$ cat config.mk
export PLATFORM = sky130hd
export DESIGN_NAME = tx_frame_arb
export DESIGN_NICKNAME = d
export VERILOG_FILES = /design/src/rtl/stick_pkg.sv /design/src/rtl/frm_rr_pick.sv /design/src/rtl/tx_frame_arb.sv
export SDC_FILE = /design/constraint.sdc
export NUM_CORES = 1
export LEC_CHECK = 0
export CAP_MARGIN = 20
export CORE_ASPECT_RATIO = 1.75
export CORE_MARGIN = 2
export CORE_UTILIZATION = 43
export CTS_CLUSTER_DIAMETER = 80
export CTS_CLUSTER_SIZE = 25
export DETAILED_ROUTE_END_ITERATION = 8
export HOLD_SLACK_MARGIN = 0.06
export PLACE_DENSITY = 0.81
export SLEW_MARGIN = 10
export SYNTH_ARGS = -nofsm -noshare
export SYNTH_HDL_FRONTEND = slang
export SYNTH_SLANG_ARGS = --single-unit
$ cat constraint.sdc
create_clock -name clk -period 2.8 [get_ports clk]
set_input_delay 0.42 -clock clk [delete_from_list [all_inputs] [get_ports clk]]
set_output_delay 0.42 -clock clk [all_outputs]
set_load 0.05 [all_outputs]
$ cat src/rtl/stick_pkg.sv
// Shared definitions for the stick transmit path: arbiter state encoding and
// the width of the Avalon-ST empty-byte field.
package stick_pkg;

    localparam int MOD_W = 2;

    typedef enum logic [1:0] {
        ST_IDLE  = 2'd0,
        ST_BUSY  = 2'd1,
        ST_ABORT = 2'd2
    } arb_state_e;

endpackage

$ cat src/rtl/frm_rr_pick.sv
// Two-way round-robin pick: when both sources request, the one that did not
// win last time is chosen; a single requester always wins.
module frm_rr_pick (
    input  logic [1:0] cand_i,
    input  logic       last_i,
    output logic       grant_o,
    output logic       grant_vld_o
);

    always_comb begin
        grant_vld_o = |cand_i;
        if (&cand_i) begin
            grant_o = ~last_i;
        end else begin
            grant_o = cand_i[1];
        end
    end

endmodule

$ cat src/rtl/tx_frame_arb.sv
// Whole-frame round-robin arbiter sharing the MAC transmit FIFO between the
// measurement source (0) and the command-reply source (1), with stall abort.
module tx_frame_arb
    import stick_pkg::*;
#(
    parameter int DW      = 32,
    parameter int TIMEOUT = 4096,
    parameter int CNT_W   = 16
) (
    input  logic             clk,
    input  logic             rst_n,

    input  logic [DW-1:0]    i_s0_data,
    input  logic             i_s0_vld,
    input  logic             i_s0_sop,
    input  logic             i_s0_eop,
    input  logic [MOD_W-1:0] i_s0_mod,
    output logic             o_s0_rdy,

    input  logic [DW-1:0]    i_s1_data,
    input  logic             i_s1_vld,
    input  logic             i_s1_sop,
    input  logic             i_s1_eop,
    input  logic [MOD_W-1:0] i_s1_mod,
    output logic             o_s1_rdy,

    output logic [DW-1:0]    o_tx_data,
    output logic             o_tx_vld,
    output logic             o_tx_sop,
    output logic             o_tx_eop,
    output logic [MOD_W-1:0] o_tx_mod,
    output logic             o_tx_err,
    input  logic             i_tx_rdy,

    output logic             o_busy,
    output logic [CNT_W-1:0] o_frm_cnt0,
    output logic [CNT_W-1:0] o_frm_cnt1,
    output logic [CNT_W-1:0] o_drop_cnt
);

    localparam int IDLE_W = (TIMEOUT > 2) ? $clog2(TIMEOUT) : 1;

    arb_state_e        state_q, state_d;
    logic              grant_q, grant_d;
    logic              last_q, last_d;
    logic [IDLE_W-1:0] idle_q, idle_d;
    logic [CNT_W-1:0]  frm0_q, frm0_d;
    logic [CNT_W-1:0]  frm1_q, frm1_d;
    logic [CNT_W-1:0]  drop_q, drop_d;

    logic              pick;
    logic              pick_vld;
    logic              drain0;
    logic              drain1;
    logic              xfer;

    logic [DW-1:0]     g_data;
    logic              g_vld;
    logic              g_sop;
    logic              g_eop;
    logic [MOD_W-1:0]  g_mod;

    frm_rr_pick u_pick (
        .cand_i      ({i_s1_vld & i_s1_sop, i_s0_vld & i_s0_sop}),
        .last_i      (last_q),
        .grant_o     (pick),
        .grant_vld_o (pick_vld)
    );

    assign g_data = grant_q ? i_s1_data : i_s0_data;
    assign g_vld  = grant_q ? i_s1_vld  : i_s0_vld;
    assign g_sop  = grant_q ? i_s1_sop  : i_s0_sop;
    assign g_eop  = grant_q ? i_s1_eop  : i_s0_eop;
    assign g_mod  = grant_q ? i_s1_mod  : i_s0_mod;

    assign o_busy     = (state_q != ST_IDLE);
    assign o_frm_cnt0 = frm0_q;
    assign o_frm_cnt1 = frm1_q;
    assign o_drop_cnt = drop_q;

    always_ff @(posedge clk or negedge rst_n) begin
        if (!rst_n) begin
            state_q <= ST_IDLE;
            grant_q <= 1'b0;
            last_q  <= 1'b1;
            idle_q  <= '0;
            frm0_q  <= '0;
            frm1_q  <= '0;
            drop_q  <= '0;
        end else begin
            state_q <= state_d;
            grant_q <= grant_d;
            last_q  <= last_d;
            idle_q  <= idle_d;
            frm0_q  <= frm0_d;
            frm1_q  <= frm1_d;
            drop_q  <= drop_d;
        end
    end

    always_comb begin
        state_d   = state_q;
        grant_d   = grant_q;
        last_d    = last_q;
        idle_d    = idle_q;
        frm0_d    = frm0_q;
        frm1_d    = frm1_q;
        drop_d    = drop_q;
        o_s0_rdy  = 1'b0;
        o_s1_rdy  = 1'b0;
        o_tx_data = '0;
        o_tx_vld  = 1'b0;
        o_tx_sop  = 1'b0;
        o_tx_eop  = 1'b0;
        o_tx_mod  = '0;
        o_tx_err  = 1'b0;
        drain0    = 1'b0;
        drain1    = 1'b0;
        xfer      = 1'b0;

        case (state_q)
            ST_IDLE: begin
                idle_d = '0;
                if (pick_vld) begin
                    grant_d = pick;
                    state_d = ST_BUSY;
                end
                // Orphan beats (leftovers of an aborted frame) are swallowed here.
                drain0   = i_s0_vld & ~i_s0_sop & ~(pick_vld & ~pick);
                drain1   = i_s1_vld & ~i_s1_sop & ~(pick_vld &  pick);
                o_s0_rdy = drain0;
                o_s1_rdy = drain1;
                drop_d   = drop_q + CNT_W'(drain0) + CNT_W'(drain1);
            end

            ST_BUSY: begin
                o_tx_data = g_data;
                o_tx_vld  = g_vld;
                o_tx_sop  = g_sop;
                o_tx_eop  = g_eop;
                o_tx_mod  = g_mod;
                o_s0_rdy  = i_tx_rdy & ~grant_q;
                o_s1_rdy  = i_tx_rdy &  grant_q;
                xfer      = g_vld & i_tx_rdy;
                if (xfer) begin
                    idle_d = '0;
                    if (g_eop) begin
                        if (grant_q) begin
                            frm1_d = frm1_q + 1'b1;
                        end else begin
                            frm0_d = frm0_q + 1'b1;
                        end
                        last_d  = grant_q;
                        state_d = ST_IDLE;
                    end
                end else if (idle_q == IDLE_W'(TIMEOUT - 1)) begin
                    idle_d  = '0;
                    state_d = ST_ABORT;
                end else begin
                    idle_d = idle_q + 1'b1;
                end
            end

            ST_ABORT: begin
                o_tx_vld = 1'b1;
                o_tx_eop = 1'b1;
                o_tx_err = 1'b1;
                if (i_tx_rdy) begin
                    drop_d  = drop_q + 1'b1;
                    last_d  = grant_q;
                    state_d = ST_IDLE;
                end
            end

            default: begin
                state_d = ST_IDLE;
            end
        endcase
    end

endmodule

==> reports/metrics.yaml, run 1 <==
finalWeightedCongestion: 0.845
routed_via_density: 5.36
synth.most_common_cell: "dfrtp_1"
path_cells: "clkdlybuf4s50_1 > or2b_1 > fa_1 > or3b_2 > a2111o_1 > nor2_1 > xor2_1"
p_clk_share_pct: 17.2
p_sw_uw: 2560
path_delay_family: "simple AND/OR/NAND/NOR gates"
hold_viol: 0
detail_route.wl_per_cell_um: 16.7
sw_frac_of_total_pct: 44.0
cts_buffers: 9
synth_area_leaders: "dfrtp_1 41%, mux2i_1 10%, nor2b_1 6.4%"
die_x_um: 75.8
syn_area_sq_mm: 0.00388
drc_errors: 0
synth_edf_count: 0
synth_ff_type: "dfrtp_1"
finalSetupViolCount: 0
clock_latency_ns: 0.33
drive_gt1_share_pct: 14.5
grt_overflow: 0
synth_seq_area_share_pct: 41.3
rsz0062_at_grt: "no"
synthTopCellsByCount: "63 x dfrtp_1, 40 x mux2i_1, 40 x nor2b_1"
grt_max_degree: 47
crit_buf_inv: 1
endpoint_kind: "flop"
syn-num-nets: 485
antenna_found_initial: 0
utilization_pct: 73.1
post-place-ws_ns: -0.232
whs_ns: 0.174
clk_pin_slew_ns: 0.05
cp_max_fo: 5
ys_ff_latch: 64
ios: 166
fin_crit_ns: 2.68
internal_power_uw: 3270
wirelength_um: 11500
area_growth_syn_to_layout_pct: 64.4
critPathKind: "in -> reg"
dr_total_vias: 3694
drt-initial-drc-count: 300
synthCells: 399
min_path_type: "in -> async"
drt-pass1-iter-count: 4
synth_cell_types: 54
timing.final.max_slew_violations: 0
finalCritPeriodShare_pct: 95.7
worstPathArrival_ns: 2.93
drtAntennaViolNets: 0
async_flop_share_pct: 100
grt_use_total_pct: 25.4
skew_ns: 0.00507
ctsRootBufferMaster: "clkbuf_16"
synth_area_per_cell_sq_um: 9.73
clk_path_buf_depth: 2
max-cap-violations: 0
slew_headroom_pct: 46.2
start_kind: "input port"
yosys_warnings: 0
cts_htree_levels: 3
worst_pin_slew_ns: 0.807
first_global_vias: 3876
pwr_density_cell_mw_per_mm2: 914
postCtsHoldBufs: 0
combPwrFrac_pct: 62.0
fp-row-count: 45
grt_pass1_wl_um: 18800
hpwlAfterDp_um: 8990
layout.nets: 656
setup_tns_ns: 0
cts_sinks: 64
fmax_mhz: 373
critical-path-max-stage-delay_ns: 0.52
finalPower_uw: 5830
p_leak_uw: 0.00278
cts_tree: "done"
status: "finished, final reports clean"
yosysTopAreaCellShare_pct: 40.6
fillers: 612
cp.required_ns: 3.05
vdd_drop_max_mv: 0.597
portBuffers: 165
die_area_sq_mm: 0.00984
cp_slowest_cell: "a2111o_1"
dieHeight_um: 130
yosys.area.top_type: "dfrtp_1"
worst_slack_ns: 0.120
pwr-share-seq_pct: 20.8
core_sq_mm: 0.00873
antennaDiodeCount: 0
initial_core_util_pct: 44.5
==> cells in the final DEF (no fill, tap or decap), types with 6 or more instances in the layout <==
| cell type | instances |
|---|---|
| clkbuf_16 | 9 |
| nor2b_1 | 40 |
| xor2_1 | 16 |
| o21ai_0 | 6 |
| and4_1 | 6 |
| buf_12 | 41 |
| mux2i_1 | 40 |
| nor2_1 | 22 |
| nand3_1 | 20 |
| clkdlybuf4s50_1 | 125 |
| dfrtp_1 | 62 |
| ha_1 | 8 |
| a21oi_1 | 8 |
| buf_4 | 12 |
| nand4_1 | 21 |
| xnor2_1 | 28 |
| inv_1 | 18 |
| nand2_1 | 24 |
==> power groups by stage <==
stage                     logic, uW  clock network [uW]  registers [uW]
after global routing           3820                1060            1240
after global placement         3580                   0            1220
after detailed placement       3630                   0            1230
after CTS                      3640                1020            1210
final                          3620                1000            1210
after floorplan                1890                   0            1420
==> per-layer routing <==
layer	track usage, %	up-vias	share of wire (%)
li1	-	1734	-
met1	27.7	1745	36
met2	43.4	192	53
met3	9.27	23	8.7
met4	10.0	0	3.0
met5	0	-	0
==> timing repair <==
action,4_1_cts,5_1_grt
setup buffers,0,0
endpoints found under the setup margin,0,1
resized for setup,0,1
==> area by class of cell <==
class,count,area [sq um],share of cell area [%]
timing repair buffer,179,2170,34.0
clock buffer,12,256,4.02
clock inverter,1,5.00,0.0784
multi-input combinational,298,2130,33.5
tap,117,146,2.29
sequential,64,1600,25.1
inverter,18,67.6,1.06
==> kinds of logic (layout without fill, tap and decap cells) <==
| family | Yosys count | count (layout) | share of synthesized area (%) |
|---|---|---|---|
| and+or+nand+nor | 164 | 164 | 23.6 |
| xor gates and xnor gates | 45 | 45 | 10.3 |
| DFF | 64 | 64 | 41.3 |
| buffers and inverters | 37 | 210 | 3.87 |
| muxes | 43 | 43 | 11.2 |
| AOI/OAI and AO/OA | 37 | 37 | 6.61 |
| adders and majority gates | 9 | 9 | 3.09 |
==> through the flow <==
step | instances | area (sq um)
finish | 689 | 6380
global route | 689 | 6380
CTS | 689 | 6380
detailed placement | 676 | 6110
global placement | 676 | 6110
floorplan | 399 | 3880
==> sequential cells by signal (all words and copies together) (netlist names) <==
name	count
o_frm_cnt0	16
idle_q	12
o_frm_cnt1	16
last_q	1
state_q	2
o_drop_cnt	16
grant_q	1
==> path summary, 6_finish.rpt <==
path                          startpoint             end  slack [ns]  cells past startpoint
hold / removal                     rst_n   o_drop_cnt[2]        0.17                      1
max in group asynchronous          rst_n          last_q        1.90                      2
hold reg to reg                idle_q[5]       idle_q[5]        0.48                      1
setup reg to reg           o_drop_cnt[0]  o_drop_cnt[13]        0.38                      6
setup / recovery                i_s1_vld  o_drop_cnt[13]        0.12                      7
min in group clk               idle_q[5]       idle_q[5]        0.48                      1
Power figures use the tool's default switching activity.
==> run 2: changes to the inputs <==
Settings changed: CORE_ASPECT_RATIO 1.75 to 0.6.
==> run 2 against run 1 <==
Effect of this change: die area barely moved; count of clock-buffer cells in the layout did not move; flip-flop and latch count did not move; clock skew rose by 0.0019 ns; final cell count fell by 0.15%; worst hold slack got worse by 0.068 ns; worst setup slack got worse by 0.034 ns; wire length rose by 3.9%.
==> reports/metrics.yaml, run 2 (synthesis gave the netlist of run 1 again) <==
hpwlAfterDp_um: 9530
worst_pin_slew_ns: 0.699
vdd_drop_max_mv: 0.464
layout_commonest_cell: "clkdlybuf4s50_1"
critical-path-max-stage-delay_ns: 0.51
clk_path_buf_depth: 2
drc_errors: 0
reg2reg_from: "o_drop_cnt[0]"
cp_max_fo: 5
clock_latency_ns: 0.33
internal_power_uw: 3330
sw_frac_of_total_pct: 43.6
dieHeight_um: 77.6
max-cap-violations: 0
cts_buffers: 9
wirelength_um: 12000
rr_worst_depth: 6
place_area_sq_mm: 0.00610
drtAntennaViolNets: 0
grt_use_total_pct: 24.8
register_area_sq_mm: 0.00160
pwr_density_cell_mw_per_mm2: 924
multi_input_area_sq_mm: 0.00213
core_sq_mm: 0.00865
portBuffers: 165
fin_crit_ns: 2.71
first_global_vias: 3711
routed_via_density: 5.32
area_growth_syn_to_layout_pct: 64.5
cp_slowest_cell: "clkdlybuf4s50_1"
critPathKind: "in -> reg"
start_kind: "input port"
rsz0062_at_grt: "no"
antenna_found_initial: 0
drt-initial-drc-count: 229
worstPathArrival_ns: 2.97
antennaDiodeCount: 0
pwr-share-seq_pct: 21.1
slew_headroom_pct: 53.2
setup_tns_ns: 0
cts-resized-gates: 0
die_x_um: 127
timing.final.max_slew_violations: 0
cts_tree: "done"
hold_viol: 0
p_leak_uw: 0.00279
combPwrFrac_pct: 60.6
initial_core_util_pct: 44.9
die_area_sq_mm: 0.00983
min_path_type: "in -> async"
design_area_sq_mm: 0.00639
fillers: 579
p_sw_uw: 2570
skew_ns: 0.00696
grt_max_degree: 31
finalSetupViolCount: 0
rrSetupSlack_ns: 0.39
ctsRootBufferMaster: "clkbuf_16"
grt_pass1_wl_um: 19100
cts_sinks: 64
finalCritPeriodShare_pct: 96.9
endpoint_kind: "flop"
p_clk_share_pct: 18.3
ios: 166
detail_route.wl_per_cell_um: 17.4
drive_gt1_share_pct: 14.8
cts_setup_buffers: 0
fmax_mhz: 368
grt_overflow: 0
layout_common_cells: "125 x clkdlybuf4s50_1, 62 x dfrtp_1, 40 x nor2b_1, 40 x mux2i_1, 39 x buf_12"
reg2reg_to: "o_drop_cnt[15]"
drt-pass1-iter-count: 4
dr_total_vias: 3660
path_cells: "clkdlybuf4s50_1 > or2b_1 > fa_1 > or3b_2 > a2111o_1 > nor3_1 > xor2_1"
finalWeightedCongestion: 0.827
cp.required_ns: 3.05
status: "finished, final reports clean"
fp-row-count: 26
postCtsHoldBufs: 0
layout.nets: 658
cts_htree_levels: 3
clk_pin_slew_ns: 0.05
[run 2: changes by cell type in the layout (fill, tap and decap cells not counted), sizes merged]
cell / previous run / this run
bufinv: 0 / 1
clkinvlp: 0 / 1
buf: 54 / 56
[run 2: worst max-delay path, delay by kind of cell]
| family | cells | cell delay, ns |
|---|---|---|
| and+or+nand+nor | 3 | 0.95 |
| xor gates and xnor gates | 1 | 0.16 |
| adders and majority gates | 1 | 0.42 |
| AOI/OAI and AO/OA | 1 | 0.50 |
| buffers and inverters | 1 | 0.51 |
[run 2: per-stage QoR]
stage	utilization, %	hold WS (ns)	setup slack (ns)	total power (uW)	cells
after global placement	70.5	0.451	-0.214	4750	673
after global routing	73.8	0.154	0.00373	6170	688
final	73.8	0.106	0.0861	5900	688
after CTS	73.8	0.120	0.0869	5940	688
after detailed placement	70.5	0.466	-0.244	4840	673
after floorplan	-	0.124	0.196	3310	399
[run 2: cell type report]
type,instances,share of cell area [%]
inverters,18,1.06
clock inverters,3,0.666
multi-input cells,298,33.3
flip-flops and latches,64,25.1
well taps,112,2.19
repair buffers,181,33.8
clock buffers,12,3.86
[run 2: power groups by stage]
stage	logic (uW)	clock network, uW	registers (uW)
global placement	3510	0	1240
floorplan	1890	0	1420
CTS	3600	1100	1240
global route	3760	1140	1270
detailed placement	3590	0	1250
finish	3580	1080	1250
[run 2: per-layer routing]
layer / track usage, % / vias up / share of wire [%]
li1: - / 1750 / -
met1: 31.6 / 1795 / 42
met2: 42.5 / 95 / 52
met3: 6.07 / 20 / 4.1
met4: 6.92 / 0 / 1.7
met5: 0 / - / 0
[run 2: how the worst max path moves through the flow]
stage / startpoint / end / slack, ns / cells after the start
2_1_floorplan: o_drop_cnt[0] / o_drop_cnt[15] / 0.20 / 6
3_3_place_gp: i_s1_vld / o_drop_cnt[15] / -0.21 / 7
3_5_place_dp: i_s1_vld / o_drop_cnt[15] / -0.24 / 7
4_1_cts: i_s1_vld / o_drop_cnt[15] / 0.09 / 7
5_1_grt: i_s1_vld / o_drop_cnt[15] / 0.004 / 7
6_report: i_s1_vld / o_drop_cnt[15] / 0.09 / 7
==> run 3: changes to the inputs <==
Settings changed: PLACE_DENSITY 0.81 to 0.82, SYNTH_HIERARCHICAL set to 1.
==> run 3 against run 2 <==
Effect of this change: die area decreased by 1.6%; power down 9.4%; first-iteration DRC count is 24% higher; critical path type unchanged.
==> reports/metrics.yaml, run 3 <==
status: "finished, final reports clean"
cts_buffers: 9
ys_ff_latch: 64
grt_use_total_pct: 24.5
hold_viol: 0
initial_core_util_pct: 44.6
cp_slowest_cell: "or3b_4"
core_sq_mm: 0.00856
grt_pass1_wl_um: 19000
routed_via_density: 5.32
yosysTopAreaCellShare_pct: 41.3
cp_max_fo: 6
fin_crit_ns: 2.63
async_flop_share_pct: 100
finalWeightedCongestion: 0.903
dr_total_vias: 3726
finalSetupViolCount: 0
layout_commonest_cell: "clkdlybuf4s50_1"
clock_latency_ns: 0.33
endpoint_kind: "flop"
p_leak_uw: 0.00271
portBuffers: 165
layout_common_cells: "121 x clkdlybuf4s50_1, 62 x dfrtp_1, 51 x nor2_1"
clk_path_buf_depth: 2
start_kind: "input port"
yosys.area.top_type: "dfrtp_1"
rr_worst_depth: 11
crit_top_cell: "buf_4"
yosys_warnings: 6
grt_overflow: 0
cts_tree: "done"
worst_pin_slew_ns: 0.657
synth_seq_area_share_pct: 42.0
drtAntennaViolNets: 0
pwr_density_cell_mw_per_mm2: 867
skew_ns: 0.00389
die_area_sq_mm: 0.00968
cts_sinks: 64
timing.final.max_slew_violations: 0
hpwlAfterDp_um: 8640
syn_area_sq_mm: 0.00382
slew_headroom_pct: 55.9
vdd_drop_max_mv: 0.899
die_x_um: 126
detail_route.wl_per_cell_um: 16.3
crit_buf_inv: 4
ios: 166
dp.cells: 683
grt_max_degree: 65
max-cap-violations: 0
path_cells: "dlygate4sd2_1 > and2_4 > a21boi_2 > buf_4 > buf_4 > nand2_1 > nand3b_1 > fa_2 > or3b_4 > a211oi_2 > buf_4 > nand4_1 > xnor2_1"
drt-initial-drc-count: 284
synthCells: 402
critPathKind: "in -> reg"
drive_gt1_share_pct: 16.0
layout.nets: 670
setup_tns_ns: 0
dieHeight_um: 77.0
fmax_mhz: 380
syn-num-nets: 488
cp.required_ns: 3.01
critical-path-max-stage-delay_ns: 0.41
synth_area_leaders: "dfrtp_1 41%, mux2i_1 10%, xnor2_1 6.9%"
finalCritPeriodShare_pct: 94.1
antennaDiodeCount: 0
synthTopCellsByCount: "63 x dfrtp_1, 51 x nor2_1, 39 x mux2i_1"
wirelength_um: 11500
synth_area_per_cell_sq_um: 9.50
synth_cell_types: 55
fp-row-count: 26
rsz0062_at_grt: "no"
min_path_type: "in -> async"
drc_errors: 0
synth_ff_type: "dfrtp_1"
whs_ns: 0.0869
final_cells: 701
path_depth: 13
path_delay_family: "simple AND/OR/NAND/NOR gates"
area_growth_syn_to_layout_pct: 61.6
cts_htree_levels: 3
worstPathArrival_ns: 2.85
drt-pass1-iter-count: 4
ctsRootBufferMaster: "clkbuf_16"
synth.most_common_cell: "dfrtp_1"
first_global_vias: 3775
antenna_found_initial: 0
clk_pin_slew_ns: 0.05
synth_edf_count: 0
## run 3: kinds of logic (layout without fill, tap and decap cells)
logic type                 Yosys count  in the layout  share of synthesized area (%)
and+or+nand+nor                    164            164                           21.3
DFF                                 64             64                           42.0
xor gates and xnor gates            45             45                           10.3
muxes                               44             44                           11.7
AOI/OAI and AO/OA                   42             42                           8.03
buffers and inverters               34            221                           3.54
adders and majority gates            9              9                           3.15
## run 3: what timing repair did
item,in CTS,in global routing
pin swaps,7,3
hold buffers,0,0
resized for setup,9,1
setup buffers,2,0
setup endpoints to repair,6,6
## run 3: final cells by class
| cell class | instances | area [sq um] |
|---|---|---|
| tap | 112 | 140 |
| fill | 618 | 2380 |
| timing repair buffer | 186 | 1940 |
| sequential | 64 | 1600 |
| clock inverter | 3 | 65.1 |
| clock buffer | 13 | 250 |
| inverter | 19 | 71.3 |
| multi-input combinational | 304 | 2100 |
## run 3: routing by layer
layer  track usage, %  up-vias  routed length [um]
met1             33.8     1817                5300
met4             6.00        0                 129
met3             7.68       12                 787
li1                 -     1762                   -
met2             37.6      135                5240
met5                0        -                   0
## run 3: final timing paths
check	slack, ns	end	startpoint
worst max-delay path	0.17	o_drop_cnt[7]	i_s1_sop
worst min-delay path	0.09	o_frm_cnt0[0]	rst_n
worst max register to register	0.21	o_drop_cnt[7]	last_q
worst min register to register	0.47	o_frm_cnt0[15]	o_frm_cnt0[15]
max in group asynchronous	2.42	last_q	rst_n
min in group clk	0.47	o_frm_cnt0[15]	o_frm_cnt0[15]
## run 3: power breakdown
part	total, uW	internal [uW]	switching [uW]
Combinational	2950	1140	1810
Clock	1190	802	392
Sequential	1210	1040	171
Total	5350	2970	2370
## run 3: through the flow
step           util (%)  setup slack, ns  power, uW  cell area [sq um]
2_1_floorplan         -           0.0950       2990               3820
6_report           72.1            0.165       5350               6170
3_5_place_dp       68.1           -0.431       4130               5830
4_1_cts            72.1           0.0196       5360               6170
5_1_grt            72.1           0.0533       5590               6170
3_3_place_gp       68.1           -0.335       4070               5830
